<file path="src/rtl/tone_fifo_synth.sv">
// Tone command FIFO feeding a phase-accumulator oscillator with a linear envelope.
// One command is popped per enabled sample tick; samples leave through a two-stage pipeline.
module tone_fifo_synth #(
  parameter int DEPTH        = 16,
  parameter int AW           = 4,
  parameter int ATTACK_STEP  = 8,
  parameter int RELEASE_STEP = 4
) (
  input  logic          clk,
  input  logic          reset,
  input  logic [31:0]   tone_in,
  input  logic          ld_fifo,
  input  logic          run,
  input  logic          sample_tick,
  input  logic [1:0]    wave_sel,
  output logic          fifo_full,
  output logic [AW:0]   fifo_count,
  output logic          overflow,
  output logic [15:0]   sample_out,
  output logic          sample_valid
);

  localparam logic [AW:0]   FULL_LVL = (AW+1)'(DEPTH);
  localparam logic [AW:0]   CNT_ONE  = {{AW{1'b0}}, 1'b1};
  localparam logic [AW-1:0] PTR_ONE  = {{(AW-1){1'b0}}, 1'b1};

  logic [31:0]        mem_r [DEPTH];
  logic [AW-1:0]      wr_ptr_r, rd_ptr_r;
  logic [AW:0]        count_r, count_nxt_s;
  logic               full_r, overflow_r, ld_q_r;
  logic [23:0]        phase_r, inc_r;
  logic [6:0]         amp_r, target_r, amp1_r;
  logic               gate_r, v0_r, v1_r;
  logic signed [7:0]  w_r;
  logic [15:0]        sample_r;
  logic               valid_r;
  logic [31:0]        head_s;
  logic               wr_s, tick_s, pop_s, accept_s;
  logic signed [14:0] prod_s;

  function automatic logic [6:0] env_next(input logic gate, input logic [6:0] amp,
                                          input logic [6:0] tgt);
    logic [7:0] up;
    logic [6:0] res;
    up  = {1'b0, amp} + 8'(ATTACK_STEP);
    res = amp;
    if (gate) begin
      if (amp < tgt) begin
        res = (up > {1'b0, tgt}) ? tgt : up[6:0];
      end else if (amp > tgt) begin
        res = ({1'b0, amp} > ({1'b0, tgt} + 8'(RELEASE_STEP))) ? (amp - 7'(RELEASE_STEP)) : tgt;
      end else begin
        res = amp;
      end
    end else begin
      res = (amp > 7'(RELEASE_STEP)) ? (amp - 7'(RELEASE_STEP)) : 7'd0;
    end
    return res;
  endfunction

  // ph holds phase[23:15]
  function automatic logic signed [7:0] wave_of(input logic [1:0] sel, input logic [8:0] ph);
    logic signed [7:0] w;
    case (sel)
      2'd0:    w = ph[8] ? 8'sh80 : 8'sh7F;
      2'd1:    w = $signed(ph[8:1] ^ 8'h80);
      2'd2:    w = ph[8] ? $signed(~(ph[7:0] ^ 8'h80)) : $signed(ph[7:0] ^ 8'h80);
      default: w = 8'sh00;
    endcase
    return w;
  endfunction

  assign head_s   = mem_r[rd_ptr_r];
  assign wr_s     = ld_fifo & ~ld_q_r;
  assign tick_s   = sample_tick & run;
  assign pop_s    = tick_s & (count_r != {(AW+1){1'b0}});
  assign accept_s = wr_s & ((count_r != FULL_LVL) | pop_s);
  assign prod_s   = w_r * $signed({1'b0, amp1_r});

  // Occupancy after this cycle's write and pop.
  always_comb begin
    count_nxt_s = count_r;
    case ({accept_s, pop_s})
      2'b10:   count_nxt_s = count_r + CNT_ONE;
      2'b01:   count_nxt_s = count_r - CNT_ONE;
      default: count_nxt_s = count_r;
    endcase
  end

  // FIFO storage; contents need no reset since occupancy gates every read.
  always_ff @(posedge clk) begin
    if (accept_s) begin
      mem_r[wr_ptr_r] <= tone_in;
    end
  end

  // FIFO control, oscillator state and the output pipeline.
  always_ff @(posedge clk or posedge reset) begin
    if (reset) begin
      wr_ptr_r   <= {AW{1'b0}};
      rd_ptr_r   <= {AW{1'b0}};
      count_r    <= {(AW+1){1'b0}};
      full_r     <= 1'b0;
      overflow_r <= 1'b0;
      ld_q_r     <= 1'b1;
      phase_r    <= 24'd0;
      amp_r      <= 7'd0;
      gate_r     <= 1'b0;
      target_r   <= 7'd0;
      inc_r      <= 24'd0;
      v0_r       <= 1'b0;
      v1_r       <= 1'b0;
      w_r        <= 8'sd0;
      amp1_r     <= 7'd0;
      sample_r   <= 16'd0;
      valid_r    <= 1'b0;
    end else begin
      ld_q_r  <= ld_fifo;
      count_r <= count_nxt_s;
      full_r  <= (count_nxt_s == FULL_LVL);
      if (accept_s) begin
        wr_ptr_r <= wr_ptr_r + PTR_ONE;
      end
      if (wr_s && !accept_s) begin
        overflow_r <= 1'b1;
      end
      if (tick_s) begin
        phase_r <= phase_r + inc_r;
        amp_r   <= env_next(gate_r, amp_r, target_r);
      end
      // The popped command governs the next tick, not this one.
      if (pop_s) begin
        rd_ptr_r <= rd_ptr_r + PTR_ONE;
        gate_r   <= head_s[31];
        target_r <= head_s[30:24];
        inc_r    <= head_s[23:0];
      end
      v0_r     <= tick_s;
      w_r      <= wave_of(wave_sel, phase_r[23:15]);
      amp1_r   <= amp_r;
      v1_r     <= v0_r;
      if (v1_r) begin
        sample_r <= {prod_s, 1'b0};
      end
      valid_r  <= v1_r;
    end
  end

  assign fifo_full    = full_r;
  assign fifo_count   = count_r;
  assign overflow     = overflow_r;
  assign sample_out   = sample_r;
  assign sample_valid = valid_r;

endmodule

</file>
<file path="config.mk">
export PLATFORM = sky130hd
export DESIGN_NAME = tone_fifo_synth
export DESIGN_NICKNAME = d
export VERILOG_FILES = /design/src/rtl/tone_fifo_synth.sv
export SDC_FILE = /design/constraint.sdc
export NUM_CORES = 1
export LEC_CHECK = 0
export ABC_AREA = 1
export ABC_CLOCK_PERIOD_IN_PS = 6200
export CORE_UTILIZATION = 40
export DETAILED_ROUTE_END_ITERATION = 6
export PLACE_DENSITY = 0.6
export SYNTH_ARGS = -nofsm -noshare
export SYNTH_HDL_FRONTEND = slang
export SYNTH_SLANG_ARGS = --single-unit
</file>
<file path="constraint.sdc">
create_clock -name clk -period 6.2 [get_ports clk]
set_clock_uncertainty 0.05 [all_clocks]
set_input_delay 1.86 -clock clk [delete_from_list [all_inputs] [get_ports clk]]
set_output_delay 1.86 -clock clk [all_outputs]
set_load 0.01 [all_outputs]
</file>
==> impl_metrics.py, run 1 <==
metrics = {
    "global_routing": {
        "grt_max_degree": 192,
        "grt_pass1_vias": 19200,
        "antenna_found_initial": 1,
        "grt_overflow": 0,
        "grt_usage_pct": 19.0,
        "grt_pass1_wl_mm": 109,
    },
    "finish": {
        "layout-drive-gt1-share_pct": 6.09,
        "layout.cells.non_filler": 3609,
        "mostFrequentLayoutCells": "edfxtp_1 (512), nand2_1 (455), nor2_1 (251), inv_1 (234), o21ai_0 (222)",
        "postLayoutCellArea_mm2": 0.0324,
        "syn2layout_area_growth_pct": 12.2,
        "layout_commonest_cell": "edfxtp_1",
        "nets": 2776,
    },
    "routing": {
        "drcViolationCount": 1,
        "wl_per_cell_um": 19.2,
        "dr.first_iter.drc_count": 1394,
        "vias": 19100,
        "first_pass_iters": 7,
        "finalWirelength_mm": 69.2,
        "ant_nets": 0,
        "via_per_inst": 5.30,
    },
    "power": {
        "p_leak_nw": 12.7,
        "p_seq_share_pct": 34.3,
        "powerDensity_mw_per_mm2": 503,
        "internal-power_w": 0.00957,
        "clkPwrFrac_pct": 23.2,
        "p_comb_share_pct": 42.5,
        "peakVddDrop_v": 0.000409,
        "swShare_pct": 41.4,
        "power_switching_w": 0.00675,
    },
    "synth": {
        "synthesis.area_mm2": 0.0289,
        "synth_cell_types": 49,
        "synth_edf_count": 512,
        "syn_inst": 2576,
        "ys.flop_type": "edfxtp_1",
        "syn_area_per_cell_um2": 11.2,
        "ys_seq_elements": 624,
        "synth-seq-area-share_pct": 62.9,
        "async_flop_share_pct": 17.9,
        "synthesis.nets": 2745,
        "ys_warn_count": 0,
    },
    "worst_hold_path": {
        "min-delay-start": "v0_r",
        "hp-class": "flop to flop",
    },
    "timing": {
        "setup_tns_ns": 0,
        "period_needed_ns": 4.49,
        "finalMaxSlewViolations": 0,
        "relSlewSlack_pct": 19.5,
        "fmax_ghz": 0.223,
        "rsz0062_at_grt": "false",
        "setup_viol": 0,
        "worstMarginPinSlew_ns": 1.20,
        "hold_violations": 0,
        "finalCritPeriodShare_pct": 72.4,
    },
    "worst_setup_path": {
        "r2r_start": "amp1_r[2]",
        "cp_num_buf_inv": 4,
        "crit_start": "sample_tick",
        "critPathLaunchType": "input port",
        "crit_chain": "clkdlybuf4s50_1 > nand2_1 > inv_1 > buf_4 > nor3_1 > nor2_2 > inv_1 > ha_1 > fa_1 > a21oi_1 > o21bai_1 > a21oi_1 > o21ai_0 > xor2_1 > nor3_1",
        "worstPathMaxFanout": 24,
        "max_stage_delay_ns": 0.45,
        "crit_path_end_kind": "flop",
        "worst_ep_arrival_time_ns": 4.96,
        "cpLargestDelayFamily": "buffers and inverters",
        "crit_type": "input port to flop",
        "crit_slowest_cell": "clkdlybuf4s50_1",
        "cp.required_ns": 6.67,
    },
    "floorplan": {
        "start_util_pct": 40.4,
        "core_area_mm2": 0.0715,
        "die_area_mm2": 0.0733,
        "io_pins": 63,
        "die_w_um": 271,
        "die_h_um": 271,
        "rows": 98,
    },
    "clocking": {
        "clock_sinks": 624,
        "numCtsBuffers": 68,
        "clock_latency_ns": 0.60,
        "htreeDepth": 3,
        "postCtsSetupBuffers": 0,
        "clk_pin_slew_worst_paths_ns": 0.05,
        "cts_tree": "done",
        "postCtsHoldBufs": 0,
        "clock_path_buffers": 3,
        "clock-root-buffer": "clkbuf_16",
        "cts_resized": 0,
    },
    "place": {
        "io_buffers": 61,
        "place_inst": 3487,
        "placed_cell_area_mm2": 0.0303,
        "dpl.hpwl_mm": 43.7,
        "place_congestion": 0.906,
    },
    "job": {
        "max_cap_violations": 0,
    },
    "outcome": {
        "violations": "design-rule violations",
        "status": "finished with violations",
    },
}
==> synthesized netlist by cell type (6+ instances only) <==
master    count  area [um^2]
buf_2        33          165
ha_1         84         1050
o22ai_1      48          300
xor2_1       23          201
buf_4         9         67.6
edfxtp_1    512        15400
inv_1       235          882
nand2_1     456         1710
o31ai_1       6         45.0
a21oi_1     140          701
buf_6         7         78.8
a31oi_1      19          119
o21bai_1      6         45.0
mux2i_1      40          400
nor3_1        8         40.0
nand4_1      14         87.6
o21ai_1      47          235
nand3_1      74          370
buf_1         8         30.0
nor2_1      266          998
or2_2         6         37.5
clkbuf_1     56          210
o221ai_1     34          298
o21ai_0     222         1110
dfrtp_1     111         2780
fa_1         46          921
xnor2_1      16          140
o31ai_2      14          175
==> power by group through the flow <==
stage	sequential, W	clock, W	combinational [W]
final	0.00559	0.00379	0.00694
after global routing	0.00566	0.00401	0.00788
after CTS	0.00559	0.00386	0.00696
after detailed placement	0.00568	0	0.00693
after global placement	0.00566	0	0.00679
after floorplan	0.00540	0	0.00520
==> worst paths after layout <==
check	slack (ns)	end	cells past startpoint
worst max-delay path	1.71	fifo_full	15
worst min-delay path	0.30	v1_r	0
worst max register to register	1.95	sample_out[14]	18
worst min register to register	0.30	v1_r	0
max in group asynchronous	3.51	rd_ptr_r[0]	3
min in group asynchronous	1.59	fifo_count[3]	2
==> worst reg2reg max path, cell delays in order (launching register included) <==
cell and delay [ns]:
dfrtp_1 0.48, nand2_1 0.16, inv_1 0.10, fa_1 0.58, inv_1 0.10, fa_1 0.48, inv_1 0.05, fa_1 0.48
inv_1 0.05, fa_1 0.48, inv_1 0.04, ha_1 0.31, inv_1 0.11, nor3_1 0.07, o21ai_0 0.07, nand4_1 0.11
or2_2 0.28, nand3_1 0.07, nand2_1 0.05
==> sequential cells by signal, indices dropped and copies added (netlist names), 5 cells and up <==
register,flops
amp1_r,7
amp_r,7
fifo_count,5
inc_r,24
mem_r,512
phase_r,24
sample_out,15
target_r,7
w_r,8
==> layout make-up <==
type | instances | area [um^2]
repair buffers | 79 | 758
fillers | 6477 | 39100
well taps | 950 | 1190
clock inverters | 36 | 297
flip-flops and latches | 624 | 18200
clock buffers | 85 | 1780
diodes | 1 | 2.50
inverters | 240 | 910
multi-input cells | 1594 | 9300
==> metrics by stage <==
stage	util [%]	hold WS, ns	worst slack, ns	total power [W]
6_report	45.3	0.296	1.71	0.0163
2_1_floorplan	-	0.281	1.04	0.0106
3_3_place_gp	42.4	0.285	1.10	0.0124
4_1_cts	45.3	0.298	1.70	0.0164
5_1_grt	45.3	0.317	1.35	0.0175
3_5_place_dp	42.4	0.285	1.06	0.0126
==> metal layers <==
metal | vias to the layer above | part of all wire (%) | global-route usage, %
met5 | - | 0 | 0
met4 | 0 | 1.9 | 5.93
met3 | 94 | 5.3 | 2.45
met2 | 510 | 48 | 31.0
met1 | 9507 | 45 | 26.4
li1 | 9012 | - | -
==> cell families after synthesis <==
group	synth area share (%)
adder cells (fa/ha/maj)	6.83
multiplexers	1.39
AND/OR/NAND/NOR	11.4
XOR/XNOR	1.18
buffers and inverters	5.31
flip-flops	62.9
AO/OA/AOI/OAI	11.0
other	0.0130
Power figures use the tool's default switching activity.
==> run 2, diff against run 1 <==
--- a/config.mk
+++ b/config.mk
@@ -6,10 +6,10 @@
 export NUM_CORES = 1
 export LEC_CHECK = 0
 export ABC_AREA = 1
-export ABC_CLOCK_PERIOD_IN_PS = 6200
+export ABC_CLOCK_PERIOD_IN_PS = 4080
 export CORE_UTILIZATION = 40
 export DETAILED_ROUTE_END_ITERATION = 6
-export PLACE_DENSITY = 0.6
+export PLACE_DENSITY = 0.62
 export SYNTH_ARGS = -nofsm -noshare
 export SYNTH_HDL_FRONTEND = slang
 export SYNTH_SLANG_ARGS = --single-unit
==> constraint.sdc (replaced) <==
create_clock -name clk -period 4.08 [get_ports clk]
set_clock_uncertainty 0.05 [all_clocks]
set_input_delay 1.224 -clock clk [delete_from_list [all_inputs] [get_ports clk]]
set_output_delay 1.224 -clock clk [all_outputs]
set_load 0.01 [all_outputs]
==> run 2 against run 1 <==
- the run now ends clean
- sequential share of layout area down 1.6 points
- final cell count up 1.6%
- power up 60%
- count of clock-buffer cells in the layout up 8
- critical path depth up 4
- setup slack worse by 1.6 ns
- register-to-register slack worse by 1.9 ns
- clock power up 72%
- via count up 1.5%
- hold slack better by 0.0025 ns
- combinational power up 61%
==> impl_metrics.py, run 2 (same netlist as run 1, synthesis figures left out) <==
metrics = {
    "outcome": {
        "status": "finished clean",
    },
    "floorplan": {
        "die_area_mm2": 0.0733,
        "rows": 98,
        "die_w_um": 271,
        "core_area_mm2": 0.0715,
        "start_util_pct": 40.4,
        "die_h_um": 271,
        "io_pins": 63,
    },
    "timing": {
        "setup_tns_ns": 0,
        "rsz0062_at_grt": "true",
        "period_needed_ns": 4.00,
        "fin_ws_ns": 0.0786,
        "whs_ns": 0.298,
        "finalCritPeriodShare_pct": 98.1,
        "fmax_ghz": 0.250,
        "relSlewSlack_pct": 29.2,
        "worstMarginPinSlew_ns": 1.06,
        "setup_viol": 0,
        "hold_violations": 0,
        "finalMaxSlewViolations": 0,
    },
    "worst_setup_path": {
        "worstPathMaxFanout": 4,
        "max_stage_delay_ns": 0.53,
        "critPathLaunchType": "flop",
        "crit_chain": "nand2_1 > inv_1 > fa_1 > inv_1 > fa_1 > inv_1 > fa_1 > inv_1 > fa_1 > inv_2 > ha_4 > buf_4 > nand4_1 > nand2_2 > nand2_2 > o21bai_1 > nand2_1 > nand3_2 > nand2_1",
        "cp.required_ns": 4.55,
        "crit_slowest_cell": "fa_1",
        "crit_path_end_kind": "flop",
        "worst_ep_arrival_time_ns": 4.47,
        "crit_type": "flop to flop",
        "rr_worst_depth": 19,
    },
    "finish": {
        "layout_commonest_cell": "edfxtp_1",
        "fin_util_pct": 46.6,
        "reg.largest.list": "mem_r: 512 flops, inc_r: 24 flops, phase_r: 24 flops",
        "layout.cells.non_filler": 3668,
        "layout-drive-gt1-share_pct": 9.43,
        "syn2layout_area_growth_pct": 15.4,
        "mostFrequentLayoutCells": "edfxtp_1 (512), nand2_1 (449), nor2_1 (250), inv_1 (229), o21ai_0 (221)",
        "regMostFlops": "mem_r",
        "nets": 2828,
        "largest_register_ffs": 512,
    },
    "routing": {
        "drcViolationCount": 0,
        "finalWirelength_mm": 72.5,
        "vias": 19400,
        "first_pass_iters": 5,
        "via_per_inst": 5.29,
        "ant_nets": 0,
        "wl_per_cell_um": 19.8,
        "dr.first_iter.drc_count": 1402,
    },
    "clocking": {
        "numCtsBuffers": 69,
        "clock_latency_ns": 0.63,
        "htreeDepth": 3,
        "cts_tree": "done",
        "clock-root-buffer": "clkbuf_16",
        "clk_pin_slew_worst_paths_ns": 0.07,
        "clock_sinks": 624,
        "clock_path_buffers": 3,
        "postCtsHoldBufs": 0,
    },
    "global_routing": {
        "grt_pass1_wl_mm": 111,
        "grt_max_degree": 157,
        "grt_pass1_vias": 19200,
        "antenna_found_initial": 3,
        "grt_overflow": 0,
        "grt_usage_pct": 19.6,
    },
    "power": {
        "powerDensity_mw_per_mm2": 784,
        "p_leak_nw": 13.1,
        "peakVddDrop_v": 0.000479,
    },
    "place": {
        "dpl.hpwl_mm": 42.8,
        "dp_slack_ns": 0.00692,
        "io_buffers": 61,
        "place_inst": 3537,
        "place_congestion": 0.834,
    },
    "worst_hold_path": {
        "holdPathStages": 0,
        "hp-class": "flop to flop",
    },
    "job": {
        "max_cap_violations": 0,
    },
}
==> run 2: changes by cell type in the layout (fill, tap and decap cells not counted), moves of 7 or more <==
cell / change
clkbuf_8: +9
clkinv_1: -9
ha_4: +7
ha_1: -8
buf_4: +43
==> run 2: area by class of cell <==
class | instances | area, um^2
fill | 6281 | 38100
antenna | 2 | 5.00
tap | 950 | 1190
inverter | 240 | 910
timing repair buffer | 130 | 1220
multi-input combinational | 1594 | 9420
clock inverter | 35 | 492
sequential | 624 | 18200
clock buffer | 93 | 1920
==> run 2: metal layers <==
metal | GRT usage [%] | routed length, um | up-vias
li1 | - | - | 9113
met1 | 25.6 | 30500 | 9635
met2 | 33.4 | 36100 | 557
met3 | 3.21 | 4150 | 105
met4 | 6.24 | 1680 | 2
met5 | 0 | 12 | -
==> run 2: critical path: cells and delay by family (launching register included) <==
kind	cells	cell delay [ns]
adders and majority gates	5	2.27
and+or+nand+nor	7	0.66
DFF	1	0.40
buffers and inverters	6	0.37
AOI/OAI and AO/OA	1	0.15
==> run 2: timing repair <==
action	in CTS	in global routing
endpoints found under the setup margin	2	4
gates resized for setup	4	24
setup buffers	0	1
pin swaps	0	17
gates cloned	0	0
==> run 2: report_power, final <==
part | internal, W | switching (W)
Combinational | 0.00411 | 0.00708
Clock | 0.00387 | 0.00264
Sequential | 0.00767 | 0.000781
==> run 2: stage by stage <==
| stage | power (W) | cell area [um^2] |
|---|---|---|
| 2_1_floorplan | 0.0161 | 28900 |
| 3_3_place_gp | 0.0190 | 30800 |
| 3_5_place_dp | 0.0192 | 30800 |
| 4_1_cts | 0.0259 | 33200 |
| 5_1_grt | 0.0280 | 33300 |
| 6_report | 0.0262 | 33300 |
==> run 2: worst paths after layout <==
| kind | from | to | slack, ns |
|---|---|---|---|
| max | amp1_r[2] | sample_out[15] | 0.08 |
| min | v0_r | v1_r | 0.30 |
| max reg2reg | amp1_r[2] | sample_out[15] | 0.08 |
| min reg2reg | v0_r | v1_r | 0.30 |
| max in group asynchronous | reset | rd_ptr_r[0] | 2.26 |
| min in group asynchronous | reset | fifo_full | 1.07 |
